**src/rtl/lac_pkg.sv**
```systemverilog
// lac_pkg: shared command bytes and host state encoding for the analyzer UART protocol
package lac_pkg;
  localparam logic [7:0] cmd_arm = 8'h01;
  localparam logic [7:0] cmd_disarm = 8'h02;
  localparam logic [7:0] cmd_nop = 8'h20;
  typedef enum logic [2:0] {IDLE, SEND, WAIT_HDR, RECV, DISARM} state_t;
endpackage

```
**src/rtl/lac_host_uart.sv**
```systemverilog
// uart: 8N1 transmitter and receiver with a single-byte receive holding register
module uart #(
  parameter int freq_hz = 100000000,
  parameter int baud = 115200
) (
  input  logic       uart_clk,
  input  logic       reset,
  input  logic       rxd,
  output logic       txd,
  input  logic       tx_wr,
  input  logic [7:0] tx_data,
  output logic       tx_busy,
  output logic [7:0] rx_data,
  output logic       rx_avail,
  output logic       rx_error,
  input  logic       rx_ack
);
  localparam int div = freq_hz / baud;
  localparam int cw = $clog2(div + 1);
  logic [cw-1:0] tx_cnt, rx_cnt;
  logic [3:0] tx_bit, rx_bit;
  logic [9:0] tx_sh;
  logic [7:0] rx_sh;
  logic [1:0] rx_sync;
  logic rx_bsy;
  assign tx_busy = tx_bit != 4'd0;
  assign txd = tx_busy ? tx_sh[0] : 1'b1;
  // transmit: load start/data/stop frame, shift one bit per baud period
  always_ff @(posedge uart_clk) begin
    if (reset) begin
      tx_bit <= '0;
      tx_cnt <= '0;
      tx_sh <= '1;
    end else if (!tx_busy) begin
      if (tx_wr) begin
        tx_sh <= {1'b1, tx_data, 1'b0};
        tx_bit <= 4'd10;
        tx_cnt <= cw'(div - 1);
      end
    end else if (tx_cnt == '0) begin
      tx_sh <= {1'b1, tx_sh[9:1]};
      tx_bit <= tx_bit - 4'd1;
      tx_cnt <= cw'(div - 1);
    end else begin
      tx_cnt <= tx_cnt - cw'(1);
    end
  end
  // receive: sample mid-bit after start edge; good stop bit fills the holding register
  always_ff @(posedge uart_clk) begin
    if (reset) begin
      rx_sync <= 2'b11;
      rx_bsy <= 1'b0;
      rx_bit <= '0;
      rx_cnt <= '0;
      rx_sh <= '0;
      rx_data <= '0;
      rx_avail <= 1'b0;
      rx_error <= 1'b0;
    end else begin
      rx_sync <= {rx_sync[0], rxd};
      rx_error <= 1'b0;
      if (rx_ack) rx_avail <= 1'b0;
      if (!rx_bsy) begin
        if (!rx_sync[1]) begin
          rx_bsy <= 1'b1;
          rx_bit <= '0;
          rx_cnt <= cw'(div / 2);
        end
      end else if (rx_cnt != '0) begin
        rx_cnt <= rx_cnt - cw'(1);
      end else begin
        rx_cnt <= cw'(div - 1);
        rx_bit <= rx_bit + 4'd1;
        if (rx_bit == 4'd0 && rx_sync[1]) begin
          rx_bsy <= 1'b0;
        end else if (rx_bit != 4'd0 && rx_bit < 4'd9) begin
          rx_sh <= {rx_sync[1], rx_sh[7:1]};
        end else if (rx_bit == 4'd9) begin
          rx_bsy <= 1'b0;
          if (rx_sync[1]) begin
            rx_data <= rx_sh;
            rx_avail <= 1'b1;
          end else begin
            rx_error <= 1'b1;
          end
        end
      end
    end
  end
endmodule

```
**src/rtl/lac_host.sv**
```systemverilog
// lac_host: arms the logic analyzer over UART and streams the returned capture dump
module lac_host
  import lac_pkg::*;
#(
  parameter int uart_freq_hz = 100000000,
  parameter int uart_baud = 115200,
  parameter int max_adr_width = 11,
  parameter int timeout_cycles = 1000000
) (
  input  logic                     uart_clk,
  input  logic                     reset,
  input  logic                     uart_rxd,
  output logic                     uart_txd,
  output logic                     uart_cts,
  input  logic                     uart_rts,
  input  logic                     start,
  input  logic                     abort,
  input  logic [7:0]               cfg_select,
  input  logic [7:0]               cfg_mask,
  input  logic [7:0]               cfg_cond,
  input  logic [7:0]               cfg_pre,
  output logic                     busy,
  output logic [7:0]               hdr_adr_width,
  output logic                     smp_valid,
  input  logic                     smp_ready,
  output logic [7:0]               smp_data,
  output logic [max_adr_width-1:0] smp_index,
  output logic                     done,
  output logic                     err
);
  localparam int cw = max_adr_width + 1;
  state_t state, state_nx;
  logic tx_wr, tx_busy, rx_avail, rx_error, rx_ack, abort_q;
  logic [7:0] tx_byte, rx_data, c_sel, c_mask, c_cond, c_pre, send_byte;
  logic [2:0] idx;
  logic [cw-1:0] cnt;
  logic [31:0] tcnt;
  logic pending, can_tx, accept, last, hdr_ok, fail;
  logic unused_rts;
  assign unused_rts = uart_rts;
  assign uart_cts = 1'b1;
  uart #(.freq_hz(uart_freq_hz), .baud(uart_baud)) u_uart (
    .uart_clk(uart_clk),
    .reset(reset),
    .rxd(uart_rxd),
    .txd(uart_txd),
    .tx_wr(tx_wr),
    .tx_data(tx_byte),
    .tx_busy(tx_busy),
    .rx_data(rx_data),
    .rx_avail(rx_avail),
    .rx_error(rx_error),
    .rx_ack(rx_ack)
  );
  // state register
  always_ff @(posedge uart_clk) state <= reset ? IDLE : state_nx;
  // next state
  always_comb begin
    state_nx = state;
    case (state)
      IDLE: state_nx = abort ? DISARM : start ? SEND : IDLE;
      SEND: state_nx = (can_tx && idx == 3'd4) ? ((abort_q || abort) ? DISARM : WAIT_HDR) : SEND;
      WAIT_HDR: state_nx = pending ? (hdr_ok ? RECV : DISARM) : abort ? DISARM : WAIT_HDR;
      RECV: state_nx = (last || fail) ? IDLE : RECV;
      DISARM: state_nx = can_tx ? IDLE : DISARM;
      default: state_nx = IDLE;
    endcase
  end
  // handshake qualifiers and the arm-sequence byte selected by idx
  always_comb begin
    pending = rx_avail & ~rx_ack;
    can_tx = ~tx_busy & ~tx_wr;
    accept = smp_valid & smp_ready;
    last = accept && cnt == cw'(1);
    hdr_ok = rx_data != 8'd0 && rx_data <= 8'(max_adr_width);
    fail = rx_error || (!pending && !smp_valid && tcnt == 32'(timeout_cycles - 1));
    busy = state != IDLE;
    send_byte = idx == 3'd0 ? cmd_arm : idx == 3'd1 ? c_sel : idx == 3'd2 ? c_mask : idx == 3'd3 ? c_cond : c_pre;
  end
  // datapath: command issue, header decode, sample hand-off and inter-byte timeout
  always_ff @(posedge uart_clk) begin
    if (reset) begin
      tx_wr <= 1'b0;
      tx_byte <= '0;
      rx_ack <= 1'b0;
      done <= 1'b0;
      err <= 1'b0;
      smp_valid <= 1'b0;
      smp_data <= '0;
      smp_index <= '0;
      hdr_adr_width <= '0;
      cnt <= '0;
      tcnt <= '0;
      idx <= '0;
      abort_q <= 1'b0;
      {c_sel, c_mask, c_cond, c_pre} <= '0;
    end else begin
      tx_wr <= 1'b0;
      rx_ack <= 1'b0;
      done <= 1'b0;
      err <= 1'b0;
      tcnt <= (state == RECV && !pending && !smp_valid) ? tcnt + 32'd1 : '0;
      case (state)
        IDLE: begin
          if (pending) rx_ack <= 1'b1;
          if (start && !abort) begin
            {c_sel, c_mask, c_cond, c_pre} <= {cfg_select, cfg_mask, cfg_cond, cfg_pre};
            abort_q <= 1'b0;
            tx_wr <= can_tx;
            tx_byte <= cmd_arm;
            idx <= can_tx ? 3'd1 : 3'd0;
          end
        end
        SEND: begin
          if (pending) rx_ack <= 1'b1;
          if (abort) abort_q <= 1'b1;
          if (can_tx) begin
            tx_wr <= 1'b1;
            tx_byte <= send_byte;
            idx <= idx + 3'd1;
          end
        end
        WAIT_HDR: begin
          if (pending) begin
            rx_ack <= 1'b1;
            err <= !hdr_ok;
            if (hdr_ok) begin
              hdr_adr_width <= rx_data;
              cnt <= cw'(1) << rx_data;
              smp_index <= '0;
            end
          end
        end
        RECV: begin
          if (accept) begin
            smp_valid <= 1'b0;
            rx_ack <= 1'b1;
            smp_index <= smp_index + max_adr_width'(1);
            cnt <= cnt - cw'(1);
            done <= last;
          end else if (pending && !smp_valid) begin
            smp_data <= rx_data;
            smp_valid <= 1'b1;
          end
          if (!last && fail) begin
            err <= 1'b1;
            smp_valid <= 1'b0;
          end
        end
        DISARM: begin
          if (can_tx) begin
            tx_wr <= 1'b1;
            tx_byte <= cmd_disarm;
          end
        end
        default: ;
      endcase
    end
  end
endmodule

```
**config.mk**
```make
export PLATFORM = sky130hd
export DESIGN_NAME = lac_host
export DESIGN_NICKNAME = d
export VERILOG_FILES = /design/src/rtl/lac_pkg.sv /design/src/rtl/lac_host_uart.sv /design/src/rtl/lac_host.sv
export SDC_FILE = /design/constraint.sdc
export NUM_CORES = 1
export LEC_CHECK = 0
export CAP_MARGIN = 20
export CORE_UTILIZATION = 51
export CTS_CLUSTER_DIAMETER = 150
export DETAILED_ROUTE_END_ITERATION = 10
export GPL_TIMING_DRIVEN = 0
export PLACE_DENSITY = 0.72
export SLEW_MARGIN = 20
export SYNTH_ARGS = -nofsm -noshare
export SYNTH_HDL_FRONTEND = slang
export SYNTH_SLANG_ARGS = --single-unit
```
**constraint.sdc**
```tcl
create_clock -name uart_clk -period 2.5 [get_ports uart_clk]
set_clock_uncertainty 0.1 [all_clocks]
set_input_delay 0.5 -clock uart_clk [delete_from_list [all_inputs] [get_ports uart_clk]]
set_output_delay 0.5 -clock uart_clk [all_outputs]
set_load 0.01 [all_outputs]
```
# Word-level counts from Yosys, hierarchy flattened
# Index checks and enable logic that the tools add are counted.
# word_totals
reg_bits	182
inputBits	39
output_inout_bits	33
word_cells	200
# op_classes
addsub	8
magnitude_cmp	2
n_eq_ne	21
shifts	1
n_mux	74
bitwise	14
reduce_logical	51
# ops
op	n
$mux W10	9
$mux W8	7
$mux W12	3
$mux W11	3
$add A32 B1 Y32 const B	1
$eq A32 B20 Y1 const B	1
$mux W1	27
$mux W3	9
$mux W4	6
$pmux W12 S2	1
$pmux W8 S3	1
$pmux W11 S2	1
$sub A10 B1 Y10 const B	2
$ne A2 B2 Y1 const B	9
$pmux W3 S5	1
$eq A12 B1 Y1 const B	1
$eq A3 B2 Y1 const B	4
$logic_and A1 B1 Y1	12
$reduce_and A3 Y1	4
$reduce_and A4 Y1	3
$shl A1 B8 Y12 const A	1
$sub A12 B1 Y12 const B	1
$add A11 B1 Y11 const B	1
$not A1 Y1	11
28 further kinds	52

# Logic depth before layout (Yosys ltp)
# depth
word_depth	9
depth_mapped	9

# Hierarchy
# A second synthesis with hierarchy kept.
# unflattened
cells_unflattened	1027
area_unflattened_um2	8529.4
# by_module_without_submodules
module	n_inst	cells_each	area_per_inst_um2	seq_area_each_um2
lac_host	1	704	5735.5	2462.4
uart	1	323	2793.9	1161.1

# Worst setup path after synthesis
# OpenSTA, ideal clock, no wires.
# synth_timing
path_kind	register to register
startpoint	register idx[2]
endpoint	register tx_byte[1]
setup_ns	0.070
arrival_time_ns	1.961
t_required_ns	2.330
slack_ns	0.369
stages_incl_launch_ff	10
n_path_buf	2
cell_sequence	dfxtp_1 > clkbuf_1 > clkinv_1 > ha_1 > buf_2 > mux2i_1 > mux2i_1 > o221ai_1 > a211o_1 > a21oi_1
# synth_between
elab_chain_cells	7
word_cells_on_any_way	10
# synth_rtl
element	line_no	text
start, declared	lac_host.sv:35	logic [2:0] idx;
start signal, assigned	lac_host.sv:111	idx <= can_tx ? 3'd1 : 3'd0;
start signal, assigned	lac_host.sv:120	idx <= idx + 3'd1;
$eq A3 B2 Y1	lac_host.sv:78	send_byte = idx == 3'd0 ? cmd_arm : idx == 3'd1 ? c_sel : idx == 3'd2 ? c_mask : idx == 3'd3 ? c_cond : c_pre;
$mux W8 (3 in series)	lac_host.sv:78	
$mux W8 *	lac_host.sv:78	
$mux W8 *	lac_host.sv:117	if (can_tx) begin
$pmux W8 S3 *	lac_host.sv:103	case (state)
end signal, assigned	lac_host.sv:110	tx_byte <= cmd_arm;
end signal, assigned	lac_host.sv:119	tx_byte <= send_byte;
end signal, assigned	lac_host.sv:153	tx_byte <= cmd_disarm;
end, declared	lac_host.sv:34	logic [7:0] tx_byte, rx_data, c_sel, c_mask, c_cond, c_pre, send_byte;
# Every way passes the cells marked *; elsewhere a longest branch is shown, timed or not. The select of a mux whose other input is x is not followed.
# A chain may end at the register's enable or synchronous reset.

# Worst setup path in the final report
# layout_timing
startpoint	register u_uart.tx_bit[0]
endpoint	output uart_txd
# layout_between
elab_chain_cells	2
# layout_rtl
element	line_no	text
start, declared	lac_host_uart.sv:21	logic [3:0] tx_bit, rx_bit;
start signal, assigned	lac_host_uart.sv:42	tx_bit <= tx_bit - 4'd1;
$reduce_bool A4 Y1	lac_host_uart.sv:26	assign tx_busy = tx_bit != 4'd0;
$mux W1	lac_host_uart.sv:27	assign txd = tx_busy ? tx_sh[0] : 1'b1;
end, declared	lac_host.sv:13	output logic uart_txd,
# Every way passes these cells.

==> flow_summary_export.csv <==
group,metric,value,unit
routing,via_count,7570,
min_path,hp-class,"register to register",
placed_design,dpl_cell_area,9341,µm²
synthesis,synth_fp_nets,1072,
routing,wirelength,21.31,mm
clock_tree,clock-sinks,181,
run,maxCapViolations,0,
pwr,powerDensity,778.9,nW/µm²
final_layout,final_common_cell,"dfxtp_1",
floorplan,start_util,0.5260,
routing,wl_per_cell,15.98,µm
floorplan,die_area,16960,µm²
pwr,peakVddDrop,539.1,µV
clock_tree,clk_path_buf_depth,2,
clock_tree,clock_latency,0.42,ns
floorplan,placementRows,46,
sta,fin_crit_sh,0.9738,
synthesis,synthCells,1017,
pwr,p_switching,2.301,mW
global_route,grt_use_total,0.2588,
run_status,status,"finished clean",
final_layout,drive_above_1_share,0.07610,
synthesis,synth-edff-count,0,
pwr,internal-power,5.521,mW
clock_tree,numCtsBuffers,17,
clock_tree,clkTransAtPathRegs,0.06,ns
pwr,power_frac_comb,0.219,
sta,setup_viol,0,
pwr,power.share.sequential,0.413,
global_route,antenna_found_initial,0,
final_layout,final_cell_mix,"dfxtp_1, nand2_1, nor2_1",
final_layout,area_growth,19.75,%
final_layout,utilization,0.6299,
floorplan,die_y,130.2,µm
synthesis,synth_flop_cell,"dfxtp_1",
global_route,grt_overflow_total,0,
synthesis,syn_area_per_cell,8.245,µm²
final_layout,finalInstanceArea,10040,µm²
final_layout,finalNetCount,1159,
pwr,clock_power_share,0.367,
floorplan,fp.dieW,130.2,µm
global_route,grt_pass1_wl,34.35,mm
setup_path,worstPathCellList,"inv_2 -> ha_4 -> or3b_4 -> clkbuf_8 -> nand2_2 -> clkdlybuf4s15_2",
clock_tree,cts_tree,"done",
global_route,first_global_vias,6814,
sta,fmax,410.8,MHz
setup_path,cpPeakStageDelay,0.38,ns
synthesis,ys_seq_elements,181,
placed_design,finalWeightedCongestion,0.9217,
clock_tree,clockRootBuffer,"clkbuf_16",
pwr,switching_share,0.2942,
routing,drc,0,
sta,drv_slew,0,
setup_path,critical_path_arrival,1.83,ns
clock_tree,htreeDepth,4,
floorplan,io_pins,72,
setup_path,critical_path_class,"register to output pin",
setup_path,worstPathRequired,1.90,ns
sta,maxSlewHeadroom,0.3730,
synthesis,synthesis.area,8386,µm²
placed_design,post-dp-hpwl,15.20,mm
setup_path,start_kind,"register",
synthesis,yosysWarnings,0,
placed_design,numPortBuffers,68,
setup_path,critPathMaxFanout,10,
routing,dr.pass1.iters,5,
setup_path,slowest_stage,"or3b_4",
routing,viasPerCell,5.679,
clock_tree,postCtsHoldBufs,0,
floorplan,fp.coreArea,15940,µm²
sta,hold_viol,0,
final_layout,antenna_cells,0,
synthesis,ys_seq_area_frac,0.4321,
sta,max_slew.worst_pin.slew,0.9319,ns
setup_path,end_kind,"output pin",
global_route,grt_start_max_net_pins,17,
routing,first_iter_violations,473,
sta,tns,0,ns
sta,fin_hold_ws,0.3127,ns
sta,finalCriticalPeriod,2.435,ns
pwr,power.leakage,3.468,nW
synthesis,ys_types,71,
synthesis,ys_async_sr_fraction,0,
routing,antenna_left,0,
==> state kept, by name, summed over array words and instances, names as in the netlist, 2 cells and up <==
register and cells:
u_uart.tx_cnt 10, hdr_adr_width 8, cnt 12, c_cond 8, c_sel 8, u_uart.rx_cnt 10
smp_index 11, state 3, idx 3, c_pre 8, u_uart.tx_sh 9, tcnt 32
u_uart.rx_sh 8, smp_data 8, u_uart.tx_bit 4, u_uart.rx_sync 2, u_uart.rx_bit 4, c_mask 8
tx_byte 8, u_uart.rx_data 8
==> final cells by class <==
class / count / area (µm²)
multi-input combinational: 752 / 4452
tap: 216 / 270.3
timing repair buffer: 69 / 689.4
sequential: 181 / 3625
inverter: 25 / 96.34
clock buffer: 25 / 495.5
fill: 1424 / 5901
buffer: 58 / 272.8
clock inverter: 7 / 141.4
==> critical path: cells and delay by family, from the launching register on <==
family / cells / cell delay [ns]
adder cells (fa/ha/maj): 1 / 0.13
buffers and inverters: 3 / 0.48
AND/OR/NAND/NOR: 2 / 0.47
flip-flops: 1 / 0.33
==> through the flow <==
step,cells,setup slack (ns),total power [mW]
after floorplan,1017,0.3685,4.407
after global placement,1301,-0.5060,4.825
after detailed placement,1301,-0.2527,4.859
after CTS,1333,-0.01120,7.783
after global routing,1333,-0.003136,8.173
final,1333,0.06550,7.822
==> worst paths after layout <==
kind	from	slack, ns	to	cells after the start
min	u_uart.rx_sync[0]$_SDFF_PP1_	0.31	u_uart.rx_sync[1]$_SDFF_PP1_	1
max	u_uart.tx_bit[0]$_SDFFE_PP0P_	0.07	uart_txd	6
min reg2reg	u_uart.rx_sync[0]$_SDFF_PP1_	0.31	u_uart.rx_sync[1]$_SDFF_PP1_	1
max reg2reg	idx[2]$_SDFFE_PP0P_	0.21	tx_byte[1]$_SDFFE_PP0P_	9
==> power groups by stage <==
stage	logic [mW]	registers (mW)	clock network (mW)
5_1_grt	1.89	3.25	3.03
6_report	1.72	3.23	2.87
3_3_place_gp	1.55	3.28	0
2_1_floorplan	1.16	3.25	0
4_1_cts	1.64	3.22	2.92
3_5_place_dp	1.57	3.28	0
==> kinds of logic (layout without fill, tap and decap cells) <==
kind of cell,count (synthesis),in the layout,share of synthesized area
and+or+nand+nor,466,466,0.2756
AOI/OAI and AO/OA,201,201,0.1497
DFF,181,181,0.4321
buffers and inverters,84,184,0.04297
xor gates and xnor gates,40,40,0.04178
muxes,28,28,0.03357
adders and majority gates,16,16,0.02387
other,1,1,0.0004472
==> metal layers <==
layer  routed length [µm]  track usage
met1                10000       0.3506
met5                    0            0
met3                 1021      0.05084
met4                  284      0.07045
met2                 9996       0.4190
==> repair_timing <==
item,4_1_cts,5_1_grt
pin swaps,0,1
resized for setup,10,9
endpoints found under the hold margin,0,0
buffers inserted,1,0
setup endpoints to repair,2,26
==> synthesized netlist by cell type (5+ instances only) <==
cell type	number	area, µm²
a211oi_1	12	90.09
a21oi_1	91	455.4
a311oi_1	5	43.79
a31oi_1	10	62.56
a32oi_1	6	52.55
a41oi_1	8	70.07
and2_1	11	68.82
and3_1	7	43.79
and4_1	8	70.07
buf_2	12	60.06
buf_4	6	45.04
clkbuf_1	38	142.6
dfxtp_1	181	3623
ha_1	16	200.2
inv_1	24	90.09
mux2i_1	27	270.3
nand2_1	161	604.3
nand2b_1	7	43.79
nand3_1	29	145.1
nand3b_1	9	67.56
nand4_1	22	137.6
nor2_1	116	435.4
nor2b_1	6	37.54
nor3_1	27	135.1
nor4_1	15	93.84
o21ai_0	30	150.1
o22ai_1	15	93.84
or3_1	8	50.05
or4_1	6	45.04
xnor2_1	17	148.9
xor2_1	23	201.4
(Power assumes the default switching activity.)
